==> src/rtl/sp_sync_ctrl.sv <==
// ============================================================================
// sp_sync_ctrl : comma-based byte-sync acquisition, payload forwarding, gap timeout
// Optional loss counter port enabled by macro SP_SYNC_STATS_EN.  Rev 1.0
// ============================================================================
`default_nettype none

module sp_sync_ctrl #(
  parameter logic [7:0]  COMMA     = 8'hBC,
  parameter int unsigned BC_NEEDED = 4,
  parameter int unsigned GAP_MAX   = 64
) (
  input  logic       clk_4f,
  input  logic       reset_L,
  input  logic [7:0] data_in,
  input  logic       valid_in,
  output logic [7:0] data_out,
  output logic       valid_out,
  output logic       active,
  output logic       sync_lost
`ifdef SP_SYNC_STATS_EN
  ,
  output logic [7:0] loss_count
`endif
);

  typedef enum logic [1:0] {
    SEARCH = 2'd0,
    SYNC   = 2'd1,
    ACTIVE = 2'd2
  } state_t;

  localparam logic [2:0] BC_LAST  = 3'(BC_NEEDED - 1);
  localparam logic [7:0] GAP_LAST = 8'(GAP_MAX - 1);

  state_t     state_q, state_d;
  logic [2:0] comma_cnt_q, comma_cnt_d;
  logic [7:0] gap_q, gap_d;
  logic [7:0] data_out_q, data_out_d;
  logic       valid_out_q, valid_out_d;
  logic       active_q, active_d;
  logic       sync_lost_q, sync_lost_d;
  logic       is_comma, is_data;

  assign is_comma = valid_in && (data_in == COMMA);
  assign is_data  = valid_in && (data_in != COMMA);

  always_comb begin
    state_d     = state_q;
    comma_cnt_d = comma_cnt_q;
    gap_d       = gap_q;
    data_out_d  = data_out_q;
    valid_out_d = 1'b0;
    sync_lost_d = 1'b0;

    case (state_q)
      SEARCH: begin
        gap_d = 8'd0;
        if (is_comma) begin
          if (comma_cnt_q == BC_LAST) begin
            state_d     = SYNC;
            comma_cnt_d = 3'd0;
          end else begin
            comma_cnt_d = comma_cnt_q + 3'd1;
          end
        end else if (is_data) begin
          comma_cnt_d = 3'd0;
        end
      end
      default: begin
        // A comma landing in the timeout cycle rescues the link.
        if (is_comma) begin
          gap_d = 8'd0;
        end else if (gap_q == GAP_LAST) begin
          state_d     = SEARCH;
          sync_lost_d = 1'b1;
          comma_cnt_d = 3'd0;
          gap_d       = 8'd0;
        end else begin
          gap_d = (gap_q == 8'hFF) ? gap_q : gap_q + 8'd1;
          if (is_data) begin
            data_out_d  = data_in;
            valid_out_d = 1'b1;
            state_d     = ACTIVE;
          end
        end
      end
    endcase

    active_d = (state_d != SEARCH);
  end

  always_ff @(posedge clk_4f or negedge reset_L) begin
    if (!reset_L) begin
      state_q     <= SEARCH;
      comma_cnt_q <= 3'd0;
      gap_q       <= 8'd0;
      data_out_q  <= 8'h00;
      valid_out_q <= 1'b0;
      active_q    <= 1'b0;
      sync_lost_q <= 1'b0;
    end else begin
      state_q     <= state_d;
      comma_cnt_q <= comma_cnt_d;
      gap_q       <= gap_d;
      data_out_q  <= data_out_d;
      valid_out_q <= valid_out_d;
      active_q    <= active_d;
      sync_lost_q <= sync_lost_d;
    end
  end

  assign data_out  = data_out_q;
  assign valid_out = valid_out_q;
  assign active    = active_q;
  assign sync_lost = sync_lost_q;

`ifdef SP_SYNC_STATS_EN
  logic [7:0] loss_count_q, loss_count_d;

  always_comb begin
    loss_count_d = loss_count_q;
    if (sync_lost_d && (loss_count_q != 8'hFF)) begin
      loss_count_d = loss_count_q + 8'd1;
    end
  end

  always_ff @(posedge clk_4f or negedge reset_L) begin
    if (!reset_L) begin
      loss_count_q <= 8'h00;
    end else begin
      loss_count_q <= loss_count_d;
    end
  end

  assign loss_count = loss_count_q;
`endif

endmodule

`default_nettype wire
==> config.mk <==
export PLATFORM = sky130hd
export DESIGN_NAME = sp_sync_ctrl
export DESIGN_NICKNAME = d
export VERILOG_FILES = /design/src/rtl/sp_sync_ctrl.sv
export SDC_FILE = /design/constraint.sdc
export NUM_CORES = 1
export LEC_CHECK = 0
export CAP_MARGIN = 20
export CELL_PAD_IN_SITES_DETAIL_PLACEMENT = 2
export CELL_PAD_IN_SITES_GLOBAL_PLACEMENT = 2
export CORE_UTILIZATION = 35
export DETAILED_ROUTE_END_ITERATION = 8
export GPL_TIMING_DRIVEN = 0
export PLACE_DENSITY_LB_ADDON = 0.2
export SLEW_MARGIN = 40
export SYNTH_ARGS = -nofsm -noshare
export SYNTH_HDL_FRONTEND = slang
export SYNTH_SLANG_ARGS = --single-unit
==> constraint.sdc <==
create_clock -name clk_4f -period 4.48 [get_ports clk_4f]
set_input_delay 0.896 -clock clk_4f [delete_from_list [all_inputs] [get_ports clk_4f]]
set_output_delay 0.896 -clock clk_4f [all_outputs]
set_load 0.02 [all_outputs]
==> results.cfg <==
[clock_network]
cts_hold_buf = 0
cts_inserted_buffers = 3
path_clk_slew_ns = 0.14
cts_setup_buffers = 0
h-tree-depth = 1
clock_sinks = 24
cts-root-buf = clkbuf_4
clock_latency_ns = 0.32
cts-resized-gates = 0
cts_tree = yes
clock_path_buffers = 2

[layout]
antennaDiodeCount = 0
fill_cells = 328
layout.nets = 140
drive_gt1_share_pct = 15.1
fin_cells = 170
area_delta_synth_final_pct = 26.8

[floorplan]
fp.dieW_um = 59.8
core_area_um2 = 3100
die-area_um2 = 3570
io_pins = 22
rows = 20
die_y_um = 59.8
start_util_pct = 37.6

[synth]
synth_flop_cell = dfrtp_1
syn_inst = 101
synth_common_cells = dfrtp_1, nor2_1, mux2_4, o21ai_0, nand2_1
syn-num-nets = 114
synth_top_cell_by_area = dfrtp_1
synth.top_cell.area_share_pct = 51.4
avgSynthCellArea_um2 = 11.6
yosys.cell_types.count = 31
yosysWarnings = 0
synth_most_common_cell = dfrtp_1
synth.cell_area_um2 = 1170
synth-edff-count = 0
synth-async-reset-ratio_pct = 100
synth-seq-cells = 24
seq_area_frac_synth_pct = 51.4
synth_area_leaders = dfrtp_1, mux2_4, nor2_1

[drt]
via_per_inst = 5.24
drtPass1Iterations = 2
drt_iter0_markers = 44
ant_nets = 0
vias = 890
routed_wl_mm = 2.83
drc = 0
wl_per_cell_um = 16.7

[power]
peakVddDrop_uv = 190
powerDensity_nw_per_um2 = 365
p_leak_nw = 0.633

[global_routing]
grt_pass1_vias = 983
grt_max_degree = 25
antenna_found_initial = 0
grt_usage_pct = 18.8
grt_pass1_wl_mm = 4.82
overflow = 0

[sta]
slew_viol_final = 0
fin_tns_setup_ns = 0
fin_ws_ns = 2.15
hold_viol_final = 0
clock.fmax_mhz = 429
finalCritPeriodShare_pct = 52.0
finalClockSkew_ns = 0.00459
final-setup-viol-count = 0
rsz0062_at_grt = false
maxSlewHeadroom_pct = 64.1
holdWs_ns = 0.530
min_period_ns = 2.33
tightest_slew_ns = 0.538

[run_status]
status = complete, no violations

[setup_path]
critPathKind = input pin to register
r2r-end = data_out[6]$_DFFE_PN0P_
critPathCaptureType = register
crit_fanout = 9
r2r_start = gap_q[0]$_DFFE_PN0P_
start_kind = input pin
rrSetupSlack_ns = 2.57
critPathRequiredTime_ns = 4.70
crit_start = data_in[6]
r2r_cells = 6
cp.arrival_ns = 2.55

[min_path]
hold_class = input pin to async pin

[placed_design]
placedCellCount = 166
hpwl_mm = 1.97
dp_slack_ns = 1.80
place_congestion = 0.780
port_buffers = 21

[job]
cap_violations = 0
==> how the worst max path moves through the flow <==
stage | end | slack [ns]
3_5_place_dp | data_out[5]$_DFFE_PN0P_ | 1.80
4_1_cts | data_out[5]$_DFFE_PN0P_ | 2.15
5_1_grt | data_out[6]$_DFFE_PN0P_ | 2.08
6_report | data_out[6]$_DFFE_PN0P_ | 2.15
2_1_floorplan | data_out[0]$_DFFE_PN0P_ | 2.40
3_3_place_gp | data_out[7]$_DFFE_PN0P_ | 1.84
==> critical path, stage by stage <==
cell	delay, ns
clkdlybuf4s50_1	0.48
and4b_1	0.23
and3_1	0.19
nor3b_1	0.24
buf_6	0.20
mux2_4	0.31
==> state kept, by name, indices dropped and copies added (netlist names) <==
signal / flops
gap_q: 8
active: 1
sync_lost: 1
valid_out: 1
data_out: 8
comma_cnt_q: 3
state_q: 2
==> through the flow <==
step	area [µm²]	util, %	total power [mW]
2_1_floorplan	1170	-	0.322
3_3_place_gp	1430	46.2	0.379
3_5_place_dp	1430	46.0	0.384
4_1_cts	1480	47.7	0.550
5_1_grt	1480	47.7	0.563
6_report	1480	47.7	0.541
==> layout make-up <==
type	count	area (µm²)	area share (%)
sequential	24	601	40.6
multi-input combinational	74	547	36.9
timing repair buffer	21	205	13.9
tap	44	55.1	3.72
clock inverter	1	30.0	2.03
clock buffer	3	22.5	1.52
buffer	2	16.3	1.10
inverter	1	3.75	0.254
==> report_power, final <==
group          leakage, nW  switching, mW  internal (mW)
clock               0.0279         0.0710         0.0905
combinational        0.293         0.0577         0.0692
sequential           0.312         0.0150          0.238
==> cell families (layout without fill, tap and decap cells) <==
group,count (synthesis),count (layout),share of synthesized area [%]
multiplexers,11,11,12.9
adder cells (fa/ha/maj),2,2,2.14
AO/OA/AOI/OAI,18,18,11.8
XOR/XNOR,2,2,1.50
buffers and inverters,3,28,1.71
flip-flops,24,24,51.4
AND/OR/NAND/NOR,41,41,18.5
==> layout by cell type (no fill, tap or decap), types with 3 or more instances in the layout <==
master / netlist / layout
nand4_1: 3 / 3
and3_1: 3 / 3
o21ai_0: 6 / 6
nand2_1: 5 / 5
nor2_1: 12 / 12
a21oi_1: 3 / 3
o211ai_1: 3 / 3
clkdlybuf4s50_1: 0 / 20
clkbuf_4: 0 / 3
nand3_1: 3 / 3
dfrtp_1: 24 / 24
nor3_1: 4 / 4
mux2i_1: 3 / 3
mux2_4: 8 / 8
==> metal layers <==
| layer | global-route usage [%] | routed length (µm) |
|---|---|---|
| met2 | 31.9 | 1450 |
| met5 | 0 | 0 |
| met3 | 2.81 | 63 |
| met1 | 22.8 | 1270 |
| met4 | 9.97 | 54 |
Note: power is estimated with default switching activity, not from simulation.
